==> src/rtl/hazard_if.sv <==
// Handshake bundle between the pipeline datapath and the hazard/sequencing controller.
// The datapath side drives the stage fields and cache status; the controller drives the strobes.
interface hazard_if #(
   parameter int CNT_W = 16
);
   logic             ihit;
   logic             dhit;
   logic [4:0]       ifid_rs;
   logic [4:0]       ifid_rt;
   logic [4:0]       idex_rt_out;
   logic             idex_MemRead;
   logic             ex_branch_taken;
   logic             ex_jump;
   logic             exmem_dREN;
   logic             exmem_dWEN;
   logic             memwb_halt;
   logic             pc_en;
   logic             ifid_en;
   logic             idex_en;
   logic             exmem_en;
   logic             memwb_en;
   logic             ifid_flush;
   logic             idex_flush;
   logic             halt;
   logic [CNT_W-1:0] stall_cycles;
   logic [CNT_W-1:0] flush_count;

   modport master (
      output ihit, dhit, ifid_rs, ifid_rt, idex_rt_out, idex_MemRead,
             ex_branch_taken, ex_jump, exmem_dREN, exmem_dWEN, memwb_halt,
      input  pc_en, ifid_en, idex_en, exmem_en, memwb_en,
             ifid_flush, idex_flush, halt, stall_cycles, flush_count
   );

   modport slave (
      input  ihit, dhit, ifid_rs, ifid_rt, idex_rt_out, idex_MemRead,
             ex_branch_taken, ex_jump, exmem_dREN, exmem_dWEN, memwb_halt,
      output pc_en, ifid_en, idex_en, exmem_en, memwb_en,
             ifid_flush, idex_flush, halt, stall_cycles, flush_count
   );
endinterface

==> src/rtl/hazard_ctrl.sv <==
// Pipeline stall/bubble/squash sequencing for the 5-stage datapath, with halt drain and event counters.
//   state  | meaning
//   RUN    | pipeline advancing; strobes follow the hazard priority
//   HALTED | halt reached WB; everything frozen until reset
module hazard_ctrl #(
   parameter int CNT_W = 16
) (
   input logic    CLK,
   input logic    RST,
   hazard_if.slave hz
);
   typedef enum logic {RUN, HALTED} state_t;

   state_t           state_q, state_d;
   logic [CNT_W-1:0] stall_q, stall_d;
   logic [CNT_W-1:0] flush_q, flush_d;

   logic       dstall, lduse, redirect, istall;
   logic [4:0] en;      // {pc, ifid, idex, exmem, memwb}
   logic [1:0] flush;   // {ifid, idex}
   logic       inc_stall, inc_flush;

   assign dstall   = (hz.exmem_dREN | hz.exmem_dWEN) & ~hz.dhit;
   assign lduse    = hz.idex_MemRead && (hz.idex_rt_out != 5'd0) &&
                     ((hz.idex_rt_out == hz.ifid_rs) || (hz.idex_rt_out == hz.ifid_rt));
   assign redirect = hz.ex_branch_taken | hz.ex_jump;
   assign istall   = ~hz.ihit;

   always_comb begin
      en        = 5'b00000;
      flush     = 2'b00;
      inc_stall = 1'b0;
      inc_flush = 1'b0;
      state_d   = state_q;
      if (!RST && state_q == RUN) begin
         if (dstall) begin
            inc_stall = 1'b1;
         end else if (redirect) begin
            en        = 5'b11111;
            flush     = 2'b11;
            inc_flush = 1'b1;
         end else if (lduse) begin
            en        = 5'b00111;
            flush     = 2'b01;
            inc_stall = 1'b1;
         end else if (istall) begin
            en        = 5'b01111;
            flush     = 2'b10;
            inc_stall = 1'b1;
         end else begin
            en = 5'b11111;
         end
         // A pending halt waits out a data stall so the last store/load completes.
         if (hz.memwb_halt && !dstall) state_d = HALTED;
      end
   end

   always_comb begin
      stall_d = stall_q;
      flush_d = flush_q;
      if (inc_stall && stall_q != {CNT_W{1'b1}}) stall_d = stall_q + 1'b1;
      if (inc_flush && flush_q != {CNT_W{1'b1}}) flush_d = flush_q + 1'b1;
   end

   always_ff @(posedge CLK or posedge RST) begin
      if (RST) begin
         state_q <= RUN;
         stall_q <= '0;
         flush_q <= '0;
      end else begin
         state_q <= state_d;
         stall_q <= stall_d;
         flush_q <= flush_d;
      end
   end

   assign hz.pc_en        = en[4];
   assign hz.ifid_en      = en[3];
   assign hz.idex_en      = en[2];
   assign hz.exmem_en     = en[1];
   assign hz.memwb_en     = en[0];
   assign hz.ifid_flush   = flush[1];
   assign hz.idex_flush   = flush[0];
   assign hz.halt         = (state_q == HALTED);
   assign hz.stall_cycles = stall_q;
   assign hz.flush_count  = flush_q;
endmodule

==> src/flat_wrapper.sv <==
// flat-port wrapper written by rule: the top's interface ports become plain ports
module hazard_ctrl_flat 
#(
   parameter int CNT_W = 16
)
  (CLK, RST, hz_ihit, hz_dhit, hz_ifid_rs, hz_ifid_rt, hz_idex_rt_out, hz_idex_MemRead, hz_ex_branch_taken, hz_ex_jump, hz_exmem_dREN, hz_exmem_dWEN, hz_memwb_halt, hz_pc_en, hz_ifid_en, hz_idex_en, hz_exmem_en, hz_memwb_en, hz_ifid_flush, hz_idex_flush, hz_halt, hz_stall_cycles, hz_flush_count);
  hazard_if #(.CNT_W(CNT_W)) hz_i ();
  input logic CLK;
  input logic RST;
  input wire logic [$bits(hz_i.ihit)-1:0] hz_ihit;
  input wire logic [$bits(hz_i.dhit)-1:0] hz_dhit;
  input wire logic [$bits(hz_i.ifid_rs)-1:0] hz_ifid_rs;
  input wire logic [$bits(hz_i.ifid_rt)-1:0] hz_ifid_rt;
  input wire logic [$bits(hz_i.idex_rt_out)-1:0] hz_idex_rt_out;
  input wire logic [$bits(hz_i.idex_MemRead)-1:0] hz_idex_MemRead;
  input wire logic [$bits(hz_i.ex_branch_taken)-1:0] hz_ex_branch_taken;
  input wire logic [$bits(hz_i.ex_jump)-1:0] hz_ex_jump;
  input wire logic [$bits(hz_i.exmem_dREN)-1:0] hz_exmem_dREN;
  input wire logic [$bits(hz_i.exmem_dWEN)-1:0] hz_exmem_dWEN;
  input wire logic [$bits(hz_i.memwb_halt)-1:0] hz_memwb_halt;
  output wire logic [$bits(hz_i.pc_en)-1:0] hz_pc_en;
  output wire logic [$bits(hz_i.ifid_en)-1:0] hz_ifid_en;
  output wire logic [$bits(hz_i.idex_en)-1:0] hz_idex_en;
  output wire logic [$bits(hz_i.exmem_en)-1:0] hz_exmem_en;
  output wire logic [$bits(hz_i.memwb_en)-1:0] hz_memwb_en;
  output wire logic [$bits(hz_i.ifid_flush)-1:0] hz_ifid_flush;
  output wire logic [$bits(hz_i.idex_flush)-1:0] hz_idex_flush;
  output wire logic [$bits(hz_i.halt)-1:0] hz_halt;
  output wire logic [$bits(hz_i.stall_cycles)-1:0] hz_stall_cycles;
  output wire logic [$bits(hz_i.flush_count)-1:0] hz_flush_count;
  assign hz_i.ihit = hz_ihit;
  assign hz_i.dhit = hz_dhit;
  assign hz_i.ifid_rs = hz_ifid_rs;
  assign hz_i.ifid_rt = hz_ifid_rt;
  assign hz_i.idex_rt_out = hz_idex_rt_out;
  assign hz_i.idex_MemRead = hz_idex_MemRead;
  assign hz_i.ex_branch_taken = hz_ex_branch_taken;
  assign hz_i.ex_jump = hz_ex_jump;
  assign hz_i.exmem_dREN = hz_exmem_dREN;
  assign hz_i.exmem_dWEN = hz_exmem_dWEN;
  assign hz_i.memwb_halt = hz_memwb_halt;
  assign hz_pc_en = hz_i.pc_en;
  assign hz_ifid_en = hz_i.ifid_en;
  assign hz_idex_en = hz_i.idex_en;
  assign hz_exmem_en = hz_i.exmem_en;
  assign hz_memwb_en = hz_i.memwb_en;
  assign hz_ifid_flush = hz_i.ifid_flush;
  assign hz_idex_flush = hz_i.idex_flush;
  assign hz_halt = hz_i.halt;
  assign hz_stall_cycles = hz_i.stall_cycles;
  assign hz_flush_count = hz_i.flush_count;
  hazard_ctrl #(.CNT_W(CNT_W)) u_core (.CLK(CLK), .RST(RST), .hz(hz_i));
endmodule
==> config.mk <==
export PLATFORM = sky130hd
export DESIGN_NAME = hazard_ctrl_flat
export DESIGN_NICKNAME = d
export VERILOG_FILES = /design/src/rtl/hazard_if.sv /design/src/rtl/hazard_ctrl.sv /design/src/flat_wrapper.sv
export SDC_FILE = /design/constraint.sdc
export NUM_CORES = 1
export LEC_CHECK = 0
export ABC_AREA = 1
export ABC_CLOCK_PERIOD_IN_PS = 3120
export BUFFER_PORTS_ARGS = -buffer_cell sky130_fd_sc_hd__buf_2
export CORE_MARGIN = 2
export CORE_UTILIZATION = 56
export DETAILED_ROUTE_END_ITERATION = 7
export PLACE_DENSITY = 0.93
export SLEW_MARGIN = 20
export SYNTH_ARGS = -nofsm -noshare
export SYNTH_HDL_FRONTEND = slang
export SYNTH_SLANG_ARGS = --single-unit
export TNS_END_PERCENT = 50
==> constraint.sdc <==
create_clock -name CLK -period 3.12 [get_ports CLK]
set_input_delay 0.156 -clock CLK [delete_from_list [all_inputs] [get_ports CLK]]
set_output_delay 0.156 -clock CLK [all_outputs]
set_load 0.01 [all_outputs]
==> out/metrics.cfg, run 1 <==
[clocking]
postCtsSetupRepairBufs = 0
tritoncts = done
hold_buffers = 0
root_buffer = clkbuf_8
path_clk_slew_ns = 0.07
cts_max_path_buffers = 2
cts_buffers = 5
clkLatencyLatePin_ns = 0.29
cts_resized = 0
clock-sinks = 33
htree_num_levels = 2

[job]
drv_cap = 0

[synth]
ys_ff_latch = 33
syn-cell-area_um2 = 2260
synth_top_area_frac = 0.366
yosys.area_share.adder = 0.0111
synth_top_family_by_area = simple AND/OR/NAND/NOR gates
yosysTopAreaCell = dfrtp_1
synth_compound_area_frac = 0.0199
syn_inst = 303
synth.area.mux_share = 0
yosysSeqAreaShare = 0.366
synth_nets = 330
ys_top_cells_by_area = dfrtp_1 (37%), nand2_1 (14%), inv_1 (6.3%), xor2_1 (6.2%), nand4_1 (6.1%)
synth_xor_area_frac = 0.0892
synth_area_per_cell_um2 = 7.45
synthSimpleGateAreaFrac = 0.418
yosysWarningCount = 0
ys_types = 32

[route]
vias = 2177
first_pass_iters = 4
avgViaCountPerCell = 5.21
postRouteAntennaNets = 0
wire_per_inst_um = 12.0
wirelength_um = 5030
post-route-drc-count = 0
drtIter0Drc = 188

[placement]
port-buffer-count = 64
hpwl_um = 3920
gp_congestion = 0.919
dp_worst_setup_slack_ns = 1.17

[global_routing]
grt_pass1_vias = 1989
grt_start_max_net_pins = 26
grt_pass1_wl_um = 8320
antenna_found_initial = 0
grt_usage = 0.241
grt-ovfl-total = 0

[sta]
skew_ns = 0.00568
whs_ns = -0.0118
tightest_slew_ns = 0.666
fin_crit_ns = 2.03
finalSetupViolCount = 0
rsz0062_at_grt = false
tns_ns = 0
period_share = 0.651
report.final.hold_viol_count = 17
setup_slack_ns = 1.09
maxSlewViolCount = 0
max_freq_ghz = 0.492
maxSlewHeadroom = 0.555

[finish]
drive_gt1_frac = 0.274
fin_nets = 394
n_antenna_cell = 0
final_common_cell = nand2_1
synthToLayoutAreaGrowth_pct = 19.9
layout_common_cells = nand2_1 (87), buf_2 (64), inv_1 (38), dfrtp_1 (33), nand4_1 (22)

[critical_path]
timing.rr.end = u_core.hz.stall_cycles[0]
reg2reg_slack_ns = 1.09
crit_required_ns = 2.96
rr_startpoint = u_core.hz.stall_cycles[0]
critPathArrivalTime_ns = 1.88
cp-start-kind = flip-flop
crit_type = flip-flop to primary output
cp-end-kind = primary output
critPathCapture = hz_ifid_flush
cp-startpoint = u_core.hz.halt
crit_fanout = 25
r2r_cells = 9

[min_path]
min-delay-path-class = input pin to asynchronous set/reset pin

[power_and_ir_drop]
leakagePower_nw = 1.44
vdd_drop_max_mv = 0.289
p_per_area_nw_per_um2 = 445
total_power_mw = 1.20

[floorplan]
core_um2 = 3940
die_x_um = 67.5
dieHeight_um = 67.5
die_area_um2 = 4560
core.rowCount = 23
pin_count = 65
start_util = 0.573

[run_status]
failed_checks = negative hold slack
outcome = complete, but fails checks

state kept, by name, summed over array words and instances (netlist names):
name and flops:
u_core.hz.stall_cycles 16, u_core.hz.flush_count 16, u_core.hz.halt 1
per-layer routing:
metal | part of all wire | GRT usage | up-vias
met4 | 0.024 | 0.0893 | 0
met1 | 0.42 | 0.288 | 1001
met2 | 0.50 | 0.414 | 76
met3 | 0.059 | 0.0600 | 11
met5 | 0 | 0 | -
li1 | - | - | 1089
Yosys cell counts:
| cell | n |
|---|---|
| a21oi_1 | 2 |
| a31o_2 | 1 |
| and3_1 | 1 |
| buf_1 | 1 |
| buf_2 | 1 |
| buf_4 | 3 |
| buf_6 | 2 |
| clkbuf_1 | 1 |
| dfrtp_1 | 33 |
| ha_1 | 2 |
| inv_1 | 38 |
| inv_2 | 3 |
| inv_4 | 1 |
| nand2_1 | 87 |
| nand2_2 | 6 |
| nand2_4 | 2 |
| nand3_1 | 19 |
| nand3_2 | 6 |
| nand3b_1 | 3 |
| nand4_1 | 22 |
| nor2_1 | 21 |
| nor2_2 | 3 |
| nor2_4 | 5 |
| nor3_1 | 8 |
| nor3_2 | 2 |
| nor3b_1 | 2 |
| nor4_1 | 1 |
| o21ai_0 | 2 |
| o21bai_1 | 1 |
| o31a_1 | 1 |
| xnor2_1 | 7 |
| xor2_1 | 16 |
worst min path at each step:
stage                                           end  cells after the start
final                      u_core.hz.flush_count[0]                      2
after global routing       u_core.hz.flush_count[0]                      2
after CTS                 u_core.hz.stall_cycles[9]                      2
after detailed placement  u_core.hz.stall_cycles[9]                      2
after global placement               u_core.hz.halt                      2
after floorplan            u_core.hz.flush_count[0]                      1
critical path, stage by stage, from the launching register on:
cell and delay, ns:
dfrtp_1 0.43, nor2_4 0.48, nand2_2 0.17, inv_1 0.13, nand2_1 0.09, a21oi_1 0.13
buf_2 0.15
report_power, final:
group	switching, mW	internal (mW)	leakage, nW	total, mW
sequential	0.0628	0.471	0.423	0.534
combinational	0.149	0.103	0.961	0.251
clock	0.159	0.260	0.0585	0.419
cell type report:
cell class                      count  area (um2)
Clock buffer                        7        86.3
Tap cell                           50        62.6
Clock inverter                      1        30.0
Inverter                           42         160
Fill cell                         306        1230
Timing Repair Buffer               65         328
Sequential cell                    33         826
Multi-Input combinational cell    220        1210
cell families after synthesis:
family          after synthesis
xor+xnor                     23
compound gates                7
flops                        33
buf+inv                      50
fa+ha+maj                     2
simple gates                188
per-stage QoR:
stage / cell area [um2] / util / std cells
2_1_floorplan: 2260 / - / 303
3_3_place_gp: 2590 / 0.657 / 410
3_5_place_dp: 2590 / 0.657 / 410
4_1_cts: 2710 / 0.687 / 418
5_1_grt: 2710 / 0.687 / 418
6_report: 2710 / 0.687 / 418
Note: power is estimated with default switching activity, not from simulation.
==> run 2, diff against run 1 <==
Settings changed: ABC_CLOCK_PERIOD_IN_PS 3120 to 1800, CORE_UTILIZATION 56 to 47, PLACE_DENSITY 0.93 to 0.84.
Clock period 3.12 ns to 1.8 ns, I/O delays scaled along.
==> out/metrics.cfg, run 2 (synthesis results as in run 1) <==
[run_status]
outcome = finished clean

[critical_path]
crit_type = flip-flop to flip-flop
crit_required_ns = 1.98
slowest_stage = dfrtp_1
crit_chain = ha_2, nand3_2, nor2_4, nand2_2, nor3_2, nand3_2, buf_4, nand4_1, nand2_1
r2r_cells = 9
slowest_delay_ns = 0.36
cp-end-kind = flip-flop
crit_fanout = 7
critPathArrivalTime_ns = 1.86
cp-start-kind = flip-flop
cp_common_cell = nand3_2

[floorplan]
start_util = 0.481
core_um2 = 4690
dieHeight_um = 73.3
die_area_um2 = 5380
pin_count = 65
die_x_um = 73.3
core.rowCount = 25

[power_and_ir_drop]
clkPwrFrac = 0.343
combPwrFrac = 0.228
p_int_mw = 1.48
leakagePower_nw = 1.47
total_power_mw = 2.14
pwr-share-seq = 0.429
p_per_area_nw_per_um2 = 768
vdd_drop_max_mv = 0.515
p_switching_uw = 657
swShare = 0.308

[sta]
tns_ns = 0
skew_ns = 0.00383
report.final.hold_viol_count = 0
period_share = 0.932
max_freq_ghz = 0.596
whs_ns = 0.0379
finalSetupViolCount = 0
fin_crit_ns = 1.68
tightest_slew_ns = 0.419
maxSlewHeadroom = 0.721
maxSlewViolCount = 0

[clocking]
path_clk_slew_ns = 0.07
htree_num_levels = 2
root_buffer = clkbuf_8
clkLatencyLatePin_ns = 0.29
cts_buffers = 5
clock-sinks = 33
cts_max_path_buffers = 2
tritoncts = done

[finish]
final_common_cell = nand2_1
synthToLayoutAreaGrowth_pct = 23.1
stdcell_count = 429
n_antenna_cell = 0
layout_common_cells = nand2_1 (87), buf_2 (64), inv_1 (38), dfrtp_1 (33), nand4_1 (22)
utilization = 0.593
fin_nets = 401
fillerInstances = 442
drive_gt1_frac = 0.291

[route]
postRouteAntennaNets = 0
first_pass_iters = 4
wire_per_inst_um = 12.5
vias = 2206
avgViaCountPerCell = 5.14
drtIter0Drc = 94
post-route-drc-count = 0
wirelength_um = 5350

[placement]
port-buffer-count = 64
placed_cells = 420
hpwl_um = 4100
gp_congestion = 0.886

[global_routing]
grt_pass1_wl_um = 9120
grt_usage = 0.219
grt_start_max_net_pins = 34
antenna_found_initial = 0
grt-ovfl-total = 0
grt_pass1_vias = 2119

[job]
drv_cap = 0

[min_path]
min_path_cells = 2
min-delay-path-class = input pin to flip-flop

-- run 2: cell count changes in the layout (fill, tap and decap cells not counted), sizes merged --
cell         change
buf              +6
dlygate4sd3      +1
-- run 2: metal layers --
| layer | track usage | vias to the layer above | wire length (um) |
|---|---|---|---|
| met5 | 0 | - | 0 |
| met4 | 0.0808 | 0 | 88 |
| met3 | 0.0617 | 10 | 294 |
| met2 | 0.393 | 63 | 2780 |
| met1 | 0.244 | 1026 | 2200 |
| li1 | - | 1107 | - |
-- run 2: layout make-up --
cell class              count  area [um2]  area share
multi-input cells         220        1230       0.441
flip-flops and latches     33         826       0.297
repair buffers             72         383       0.138
inverters                  42         160      0.0576
clock buffers               7        86.3      0.0311
well taps                  54        67.6      0.0243
clock inverters             1        30.0      0.0108
-- run 2: final timing paths --
check / start / end / slack (ns)
hold reg to reg: u_core.hz.flush_count[13] / u_core.hz.flush_count[13] / 0.52
setup reg to reg: u_core.hz.stall_cycles[0] / u_core.hz.stall_cycles[4] / 0.12
setup / recovery: u_core.hz.stall_cycles[0] / u_core.hz.stall_cycles[4] / 0.12
min in group asynchronous: RST / u_core.hz.flush_count[12] / 0.47
hold / removal: hz_memwb_halt / u_core.hz.halt / 0.04
max in group asynchronous: RST / u_core.hz.flush_count[7] / 1.03
-- run 2: power by group through the flow --
stage,clock network (mW),registers (mW),logic (mW)
3_3_place_gp,0,0.925,0.474
3_5_place_dp,0,0.929,0.488
2_1_floorplan,0,0.949,0.264
6_report,0.733,0.915,0.488
4_1_cts,0.756,0.915,0.491
5_1_grt,0.792,0.926,0.551
-- run 2: critical path, delay by kind of cell (launching register included) --
family,cells,cell delay [ns]
flip-flops,1,0.36
AND/OR/NAND/NOR,7,0.79
buffers and inverters,1,0.19
adder cells (fa/ha/maj),1,0.21
-- run 2: stage by stage --
stage                     setup WS, ns  instance area, um2
after floorplan                  0.182                2260
after global placement           0.163                2640
after detailed placement        0.0583                2640
after CTS                       0.0442                2770
after global routing           -0.0235                2780
final                            0.123                2780
-- run 2: what timing repair did --
action,CTS,global route
endpoints found under the setup margin,0,10
buffers inserted,0,0
endpoints found under the hold margin,33,0
gates resized for setup,0,3
hold buffers,1,0
